==> config.mk <==
export PLATFORM = sky130hd
export DESIGN_NAME = lsu_ctrl_flat
export DESIGN_NICKNAME = d
export VERILOG_FILES = /design/src/rtl/lsu_pkg.sv /design/src/rtl/lsu_ctrl_if.sv /design/src/rtl/lsu_lane.sv /design/src/rtl/lsu_ctrl.sv /design/src/flat_wrapper.sv
export SDC_FILE = /design/constraint.sdc
export NUM_CORES = 1
export LEC_CHECK = 0
export ABC_AREA = 1
export CORE_MARGIN = 2
export CORE_UTILIZATION = 42
export DETAILED_ROUTE_END_ITERATION = 12
export HOLD_SLACK_MARGIN = 0.1
export PLACE_DENSITY_LB_ADDON = 0.25
export REMOVE_ABC_BUFFERS = 1
export SYNTH_ARGS = -nofsm -noshare
export SYNTH_HDL_FRONTEND = slang
export SYNTH_SLANG_ARGS = --single-unit
==> constraint.sdc <==
create_clock -name clk -period 1.85 [get_ports clk]
set_clock_uncertainty 0.2 [all_clocks]
set_input_delay 0.37 -clock clk [delete_from_list [all_inputs] [get_ports clk]]
set_output_delay 0.37 -clock clk [all_outputs]
set_load 0.02 [all_outputs]
==> src/rtl/lsu_pkg.sv <==
// lsu_pkg: shared state encoding, funct3 codes and access legality check for the LSU
package lsu_pkg;
  typedef enum logic [2:0] {S_IDLE, S_RD, S_MERGE, S_WR, S_LDRSP, S_RESP} lsu_state_e;
  localparam logic [2:0] F3_B = 3'b000;
  localparam logic [2:0] F3_H = 3'b001;
  localparam logic [2:0] F3_W = 3'b010;
  localparam logic [2:0] F3_BU = 3'b100;
  localparam logic [2:0] F3_HU = 3'b101;
  localparam logic [2:0] RWTYP_WORD = 3'b010;
  function automatic logic lsu_err(input logic we, input logic [2:0] f3, input logic [1:0] a);
    return (we ? f3 > F3_W : (f3 == 3'b011 || f3[2:1] == 2'b11)) ||
           (f3[1:0] == 2'b01 && a[0]) || (f3[1:0] == 2'b10 && a != 2'b00);
  endfunction
endpackage

==> src/rtl/lsu_ctrl_if.sv <==
// lsu_ctrl_if: MEM-stage request/response handshake between core and LSU
interface lsu_ctrl_if;
  logic req_valid;
  logic req_ready;
  logic req_we;
  logic [2:0] req_funct3;
  logic [31:0] req_addr;
  logic [31:0] req_wdata;
  logic rsp_valid;
  logic [31:0] rsp_rdata;
  logic rsp_err;
  modport master (output req_valid, req_we, req_funct3, req_addr, req_wdata,
                  input req_ready, rsp_valid, rsp_rdata, rsp_err);
  modport slave (input req_valid, req_we, req_funct3, req_addr, req_wdata,
                 output req_ready, rsp_valid, rsp_rdata, rsp_err);
endinterface

==> src/rtl/lsu_lane.sv <==
// lsu_lane: load lane extraction/extension and sub-word store merge on a RAM word
module lsu_lane
  import lsu_pkg::*;
(
  input  logic [31:0] i_word,
  input  logic [1:0]  i_addr,
  input  logic [2:0]  i_funct3,
  input  logic [15:0] i_wdata,
  output logic [31:0] o_load_data,
  output logic [31:0] o_merged_word
);
  logic [4:0] w_bsh;
  logic [4:0] w_hsh;
  logic [7:0] w_byte;
  logic [15:0] w_half;
  assign w_bsh = {i_addr, 3'b000};
  assign w_hsh = {i_addr[1], 4'b0000};
  assign w_byte = 8'(i_word >> w_bsh);
  assign w_half = 16'(i_word >> w_hsh);
  assign o_load_data = i_funct3 == F3_B  ? {{24{w_byte[7]}}, w_byte} :
                       i_funct3 == F3_H  ? {{16{w_half[15]}}, w_half} :
                       i_funct3 == F3_BU ? {24'b0, w_byte} :
                       i_funct3 == F3_HU ? {16'b0, w_half} : i_word;
  assign o_merged_word = i_funct3[0] ?
    (i_word & ~(32'h0000_FFFF << w_hsh)) | ({16'b0, i_wdata} << w_hsh) :
    (i_word & ~(32'h0000_00FF << w_bsh)) | ({24'b0, i_wdata[7:0]} << w_bsh);
endmodule

==> src/rtl/lsu_ctrl.sv <==
// lsu_ctrl: single-outstanding load/store controller driving a word-wide spram
module lsu_ctrl
  import lsu_pkg::*;
#(
  parameter int RAM_ADDR_WIDTH = 16,
  parameter int DATA_WIDTH = 32
) (
  input  logic                      clk,
  input  logic                      rst,
  lsu_ctrl_if.slave                 bus,
  output logic [RAM_ADDR_WIDTH-1:0] ram_address,
  output logic                      ram_rden,
  output logic                      ram_wren,
  output logic [DATA_WIDTH-1:0]     ram_data,
  output logic [2:0]                ram_rwtyp,
  input  logic [DATA_WIDTH-1:0]     ram_q
);
  lsu_state_e r_state;
  lsu_state_e w_next;
  logic r_we;
  logic [2:0] r_f3;
  logic [RAM_ADDR_WIDTH+1:0] r_addr;
  logic [31:0] r_wdata;
  logic [31:0] w_load;
  logic [31:0] w_merged;
  lsu_lane u_lane (
    .i_word(ram_q),
    .i_addr(r_addr[1:0]),
    .i_funct3(r_f3),
    .i_wdata(r_wdata[15:0]),
    .o_load_data(w_load),
    .o_merged_word(w_merged)
  );
  // state register and request latch, captured on accept
  always_ff @(posedge clk) begin
    if (rst) begin
      r_state <= S_IDLE;
      r_we <= 1'b0;
      r_f3 <= '0;
      r_addr <= '0;
      r_wdata <= '0;
    end else begin
      r_state <= w_next;
      if (r_state == S_IDLE && bus.req_valid) begin
        r_we <= bus.req_we;
        r_f3 <= bus.req_funct3;
        r_addr <= bus.req_addr[RAM_ADDR_WIDTH+1:0];
        r_wdata <= bus.req_wdata;
      end
    end
  end
  // next state: errors answer directly, SW skips the read, sub-word stores merge
  always_comb begin
    w_next = r_state;
    unique case (r_state)
      S_IDLE: if (bus.req_valid)
        w_next = lsu_err(bus.req_we, bus.req_funct3, bus.req_addr[1:0]) ? S_RESP :
                 (bus.req_we && bus.req_funct3 == F3_W) ? S_WR : S_RD;
      S_RD: w_next = r_we ? S_MERGE : S_LDRSP;
      S_MERGE, S_WR: w_next = S_RESP;
      default: w_next = S_IDLE;
    endcase
  end
  assign bus.req_ready = r_state == S_IDLE && !rst;
  assign bus.rsp_valid = r_state == S_LDRSP || r_state == S_RESP;
  assign bus.rsp_rdata = r_state == S_LDRSP ? w_load : '0;
  assign bus.rsp_err = r_state == S_RESP && lsu_err(r_we, r_f3, r_addr[1:0]);
  assign ram_address = r_addr[RAM_ADDR_WIDTH+1:2];
  assign ram_rden = r_state == S_RD;
  assign ram_wren = r_state == S_MERGE || r_state == S_WR;
  assign ram_data = r_state == S_MERGE ? w_merged : r_state == S_WR ? r_wdata : '0;
  assign ram_rwtyp = RWTYP_WORD;
endmodule

==> src/flat_wrapper.sv <==
// flat-port wrapper written by rule: the top's interface ports become plain ports
module lsu_ctrl_flat import lsu_pkg::*;
#(
  parameter int RAM_ADDR_WIDTH = 16,
  parameter int DATA_WIDTH = 32
)
  (clk, rst, ram_address, ram_rden, ram_wren, ram_data, ram_rwtyp, ram_q, bus_req_valid, bus_req_we, bus_req_funct3, bus_req_addr, bus_req_wdata, bus_req_ready, bus_rsp_valid, bus_rsp_rdata, bus_rsp_err);
  lsu_ctrl_if bus_i ();
  input  logic clk;
  input  logic rst;
  output logic [RAM_ADDR_WIDTH-1:0] ram_address;
  output logic ram_rden;
  output logic ram_wren;
  output logic [DATA_WIDTH-1:0] ram_data;
  output logic [2:0] ram_rwtyp;
  input  logic [DATA_WIDTH-1:0] ram_q;
  input wire logic [$bits(bus_i.req_valid)-1:0] bus_req_valid;
  input wire logic [$bits(bus_i.req_we)-1:0] bus_req_we;
  input wire logic [$bits(bus_i.req_funct3)-1:0] bus_req_funct3;
  input wire logic [$bits(bus_i.req_addr)-1:0] bus_req_addr;
  input wire logic [$bits(bus_i.req_wdata)-1:0] bus_req_wdata;
  output wire logic [$bits(bus_i.req_ready)-1:0] bus_req_ready;
  output wire logic [$bits(bus_i.rsp_valid)-1:0] bus_rsp_valid;
  output wire logic [$bits(bus_i.rsp_rdata)-1:0] bus_rsp_rdata;
  output wire logic [$bits(bus_i.rsp_err)-1:0] bus_rsp_err;
  assign bus_i.req_valid = bus_req_valid;
  assign bus_i.req_we = bus_req_we;
  assign bus_i.req_funct3 = bus_req_funct3;
  assign bus_i.req_addr = bus_req_addr;
  assign bus_i.req_wdata = bus_req_wdata;
  assign bus_req_ready = bus_i.req_ready;
  assign bus_rsp_valid = bus_i.rsp_valid;
  assign bus_rsp_rdata = bus_i.rsp_rdata;
  assign bus_rsp_err = bus_i.rsp_err;
  lsu_ctrl #(.RAM_ADDR_WIDTH(RAM_ADDR_WIDTH), .DATA_WIDTH(DATA_WIDTH)) u_core (.clk(clk), .rst(rst), .bus(bus_i), .ram_address(ram_address), .ram_rden(ram_rden), .ram_wren(ram_wren), .ram_data(ram_data), .ram_rwtyp(ram_rwtyp), .ram_q(ram_q));
endmodule
* Word-level counts from Yosys, hierarchy flattened
Cells that the tools add are included.
Widths: inputs -> output; s select.
** Cells by class
- Magnitude comparators :: 2
- Equal/unequal tests :: 18
- Shifts and indexed selects :: 6
- Multiplexer cells :: 15
- Bitwise operators :: 6
- Reduce and logical (&&, ||, !) cells :: 22
** Operators by type and width (number)
- $mux 32 :: 8
- $and 32x32->32 :: 2
- $not 32->32 :: 2
- $or 32x32->32 :: 2
- $shl 16x5->32 :: 1
- $shl 16x5->32 const A :: 1
- $shl 8x5->32 :: 1
- $shl 8x5->32 const A :: 1
- $shr 32x5->16 :: 1
- $shr 32x5->8 :: 1
- $eq 3x2->1 const B :: 5
- $eq 3x3->1 const B :: 4
- $mux 3 :: 3
- $pmux 3 s3 :: 1
- $eq 2x2->1 const B :: 4
- $logic_and 1x1->1 :: 8
- $logic_or 1x1->1 :: 8
- $eq 3x1->1 const B :: 2
- $gt 3x2->1 const B :: 2
- $logic_not 3->1 :: 2
- $eq 2x1->1 const B :: 2
- $reduce_bool 2->1 :: 2
- $mux 1 :: 2
- $mux 2 :: 1
- other kinds (3) :: 3
** Word-level totals
- Bits in registers :: 57
- Output and inout port bits :: 88

* Depth between registers and ports, before layout
- Depth after elaboration :: 8
- Gate-level depth with buffers :: 10
- Depth with buffers taken out :: 8

* By module
A second synthesis with hierarchy kept.
** Second synthesis, totals
- Cell total of the unflattened synthesis :: 848
- Area, all modules :: 5172.5 sq um
** Modules (own cells, without submodules)
- lsu_ctrl :: times used 1, cells an instance 483, area each 3385.7 sq um, seq. area each 1141.1 sq um
- lsu_lane :: times used 1, cells an instance 365, area each 1786.7 sq um, seq. area each 0.0 sq um

* Worst setup path before layout
Ideal clock, no wire load.
- Path kind :: reg2out
- Start :: register u_core.r_state[2]
- End :: output ram_data[19]
- Data arrival time :: 1.504 ns
- Required time :: 1.280 ns
- Setup slack :: -0.224 ns
- Stages on the path, launching flop included :: 5
- Buffers on the path :: 1
- Path through :: dfxtp_1 -> nor2_4 -> nand2_1 -> clkbuf_1 -> o21ai_0
** On the way
- Longest elaborated chain between the ends :: 3
- Elaborated cells on any way between the ends :: 4
- Those cells by class :: eq/ne (2); mux (2)
** Ends and longest elaborated chain
- start: declaration :: line lsu_ctrl.sv:18 : lsu_state_e r_state;
- start signal: assignment :: line lsu_ctrl.sv:43 : r_state <= w_next;
- $eq 3x2->1 :: line lsu_ctrl.sv:71 : assign ram_data = r_state == S_MERGE ? w_merged : r_state == S_WR ? r_wdata : '0;
- $mux 32 :: line lsu_ctrl.sv:71
- $mux 32 * :: line lsu_ctrl.sv:71
- end: declaration :: line flat_wrapper.sv:14 : output logic [DATA_WIDTH-1:0] ram_data;
Mark *: on every way between the ends. The rest lies on a longest branch, timed or not.

* Worst setup path in the final report
- Start :: register u_core.r_f3[0]
- End :: output bus_rsp_rdata[29]
** On the way
- Longest elaborated chain between the ends :: 6
- Elaborated cells on any way between the ends :: 9
- Those cells by class :: eq/ne (3); mux (5); reduce/logical (1)
** Ends and longest elaborated chain
- start: declaration :: line lsu_ctrl.sv:21 : logic [2:0] r_f3;
- start signal: assignment :: line lsu_ctrl.sv:46 : r_f3 <= bus.req_funct3;
- $eq 3x3->1 :: line lsu_lane.sv:23 : i_funct3 == F3_HU ? {16'b0, w_half} : i_word;
- $mux 32 :: line lsu_lane.sv:23
- $mux 32 :: line lsu_lane.sv:22 : i_funct3 == F3_BU ? {24'b0, w_byte} :
- $mux 32 :: line lsu_lane.sv:21 : i_funct3 == F3_H ? {{16{w_half[15]}}, w_half} :
- $mux 32 * :: line lsu_lane.sv:20 : assign o_load_data = i_funct3 == F3_B ? {{24{w_byte[7]}}, w_byte} :
- $mux 32 * :: line lsu_ctrl.sv:66 : assign bus.rsp_rdata = r_state == S_LDRSP ? w_load : '0;
- end: declaration :: line flat_wrapper.sv:24 : output wire logic [$bits(bus_i.rsp_rdata)-1:0] bus_rsp_rdata;
Marked as above.

==> results_dict.tcl <==
set metrics [dict create \
    hold_class "flip-flop to flip-flop" \
    crit_start "u_core.r_f3[0]$_SDFFE_PP0P_" \
    regToRegEndpoint "u_core.r_wdata[11]$_SDFFE_PP0P_" \
    final_layout_size_suffix_gt1_share_pct 44.0 \
    coreArea_sq_mm 0.00973 \
    nets 1008 \
    synth_seq_cells 57 \
    p_seq_share_pct 27.8 \
    synth_compound_area_share_pct 30.1 \
    vdd.ir_drop.worst_v 0.000652 \
    path_class "flip-flop to primary output" \
    rows 36 \
    clkTransAtPathRegs_ns 0.07 \
    die_y_um 104 \
    finalMaxSlewViolations 0 \
    grt_max_degree 39 \
    cts.sinks 57 \
    syn_inst 645 \
    combPwrFrac_pct 50.3 \
    slew-limit-headroom_pct 66.8 \
    dp_cells 1004 \
    timing.hold.ws_ns 0.260 \
    synth_seq_area_share_pct 27.3 \
    htreeDepth 3 \
    gr-total-overflow 0 \
    hpwl_mm 12.0 \
    die_area_sq_mm 0.0108 \
    finalHoldViolations 0 \
    rsz0062_at_grt "true" \
    r2r_cells 8 \
    min_period_over_period_pct 125 \
    wl_mm 19.4 \
    tightest_slew_ns 0.493 \
    n_antenna_cell 0 \
    crit_arrival_ns 1.75 \
    clock-root-buffer "clkbuf_8" \
    drc 0 \
    io_pins 191 \
    insertion_delay_ns 0.34 \
    synthMuxAreaShare_pct 0 \
    cts_tree "yes" \
    antenna_found_initial 0 \
    cts_buffers 9 \
    place.gp.congestion 0.883 \
    grt_pass1_wl_mm 27.2 \
    layout_min_cycle_time_ns 2.32 \
    status "complete, but fails checks" \
    pre_cts_ws_ns -0.974 \
    initial_core_util_pct 43.0 \
    grt_pass1_vias 5496 \
    drtAntennaViolNets 0 \
    synth_xor_area_share_pct 0 \
    track_usage_pct 31.0 \
    die_w_um 104 \
    synth_area_per_cell_sq_um 6.48 \
    drtIter0Drc 468 \
    io_buffers 173 \
    timing.rr.start "u_core.r_state[0]$_SDFFE_PP0P_" \
    crit_path_max_fanout 7 \
    dr_total_vias 5778 \
    p_switching_mw 2.18 \
    synth_top_family_by_area "compound AO/OA/AOI/OAI gates" \
    fmax_mhz 432 \
    synth_cell_types 33 \
    r2r_slack_ns -0.01 \
    yosysWarnings 0 \
    start_kind "flip-flop" \
    cts_hold_buf 0 \
    endpoint "bus_rsp_rdata[29]" \
    dr.pass1.iters 6 \
    p_sw_share_pct 41.0 \
    synthSimpleGateAreaFrac_pct 27.1 \
    p_clk_share_pct 21.9 \
    power.total_mw 5.32 \
    synthAdderAreaFrac_pct 0 \
    setup_ws_ns -0.467 \
    p_int_mw 3.14 \
    failed_checks "setup timing" \
    synth_area_sq_mm 0.00418 \
    fin_cells 1043 \
    cap_violations 0 \
    powerDensity_mw_per_mm2 671 \
    vias_per_cell 5.54 \
    setup_viol 69 \
    wl_per_cell_um 18.6 \
    cp_data_required_time_ns 1.28 \
    worst_setup_path_end_kind "primary output" \
    area_growth_pct 89.4 \
    power.leakage_nw 3.47 \
    clock_path_buffers 2 \
]
==> routing by layer <==
metal	vias up	GRT usage [%]	routed length, um
li1	2655	-	-
met1	2674	36.9	7250
met2	354	54.3	9550
met3	95	7.05	1600
met4	0	12.0	1020
met5	-	0	0
==> sequential cells by signal, indices dropped and copies added, names as in the netlist <==
| signal | flops |
|---|---|
| u_core.r_wdata | 32 |
| u_core.r_f3 | 3 |
| u_core.r_we | 1 |
| u_core.r_addr | 18 |
| u_core.r_state | 3 |
==> worst max-delay path, stage by stage (launching register included) <==
cell and delay, ns:
dfxtp_4 0.41, buf_6 0.14, nand2_8 0.07, inv_8 0.09, nand3_4 0.10, nand2_4 0.11
buf_6 0.11, nor2_1 0.04, nor2_1 0.12, nor2_1 0.06, buf_4 0.15
==> worst min path at each step <==
stage	to	start	cells past startpoint	slack [ns]
CTS	u_core.r_addr[10]$_SDFFE_PP0P_	u_core.r_addr[10]$_SDFFE_PP0P_	2	0.26
detailed placement	u_core.r_addr[17]$_SDFFE_PP0P_	u_core.r_addr[17]$_SDFFE_PP0P_	2	0.26
floorplan	u_core.r_wdata[29]$_SDFFE_PP0P_	u_core.r_wdata[29]$_SDFFE_PP0P_	2	0.23
global route	u_core.r_addr[4]$_SDFFE_PP0P_	u_core.r_addr[4]$_SDFFE_PP0P_	2	0.28
finish	u_core.r_addr[17]$_SDFFE_PP0P_	u_core.r_addr[17]$_SDFFE_PP0P_	2	0.26
global placement	u_core.r_addr[7]$_SDFFE_PP0P_	u_core.r_addr[7]$_SDFFE_PP0P_	2	0.24
==> power by group through the flow <==
stage	registers, mW	logic [mW]	clock network [mW]
5_1_grt	1.49	2.81	1.23
3_5_place_dp	1.48	2.00	0
6_report	1.48	2.68	1.16
3_3_place_gp	1.47	1.97	0
4_1_cts	1.47	2.39	1.17
2_1_floorplan	1.51	0.927	0
==> stage by stage <==
step                TNS [ns]  area [sq um]  utilization (%)
floorplan             -41.04          3840                -
global placement      -47.61          6610             67.9
detailed placement    -49.75          6610             67.9
CTS                   -21.26          7510             77.2
global route          -28.92          7920             81.4
finish                -24.63          7920             81.4
==> cells in the mapped netlist <==
cell	instances	share of area, %
conb_1	2	0.18
nor2_4	3	0.81
nor2_2	1	0.15
nor3_1	4	0.48
inv_2	6	0.54
inv_1	64	5.7
clkinv_1	2	0.18
nand3_4	1	0.42
a31oi_1	1	0.15
buf_2	14	1.7
a211oi_1	14	2.5
o22ai_1	11	1.6
o221ai_1	9	1.9
o21a_1	3	0.54
a21oi_4	1	0.39
a211oi_2	20	6.0
nand4_1	2	0.30
nand2_1	142	13
nand2_4	3	0.81
a21oi_1	66	7.9
inv_4	4	0.60
nand3_1	31	3.7
buf_6	5	1.3
o21ai_0	47	5.6
dfxtp_1	57	27
a22oi_1	5	0.90
nor2_1	72	6.5
nand3_2	2	0.48
nand2_2	5	0.75
clkbuf_1	11	0.99
a21oi_2	11	2.3
buf_4	24	4.3
o21ai_1	2	0.24
==> cells in the final DEF (no fill, tap or decap), drive strengths merged <==
cell type	netlist	final
buf	43	193
nand2	150	154
clkdlybuf4s50	0	80
a21oi	78	78
nor2	76	76
inv	74	75
dfxtp	57	57
o21ai	49	49
nand3	34	34
a211oi	34	34
dlygate4sd2	0	22
o22ai	11	11
clkbuf	11	10
o221ai	9	9
clkinv	2	6
a22oi	5	5
nor3	4	4
o21a	3	3
conb	2	3
nand4	2	2
clkinvlp	0	2
a31oi	1	1
bufinv	0	1
dlymetal6s2s	0	1
==> kinds of logic after synthesis <==
logic type             Yosys count
AND/OR/NAND/NOR                266
AO/OA/AOI/OAI                  190
buffers and inverters          130
flip-flops                      57
other                            2
==> layout make-up <==
type	instances	area, sq um
clock buffer	9	124
clock inverter	7	68.8
fill	644	1810
inverter	76	335
multi-input combinational	463	3210
sequential	57	1160
tap	133	166
timing repair buffer	297	2860
timing repair inverter	1	3.75
==> what timing repair did <==
item / CTS / global route
setup endpoints to repair: 92 / 79
cloned: 7 / 1
endpoints found under the hold margin: 0 / 0
pin swaps: 46 / 33
buffers inserted: 12 / 5
gates resized for setup: 595 / 93
(Power assumes the default switching activity.)
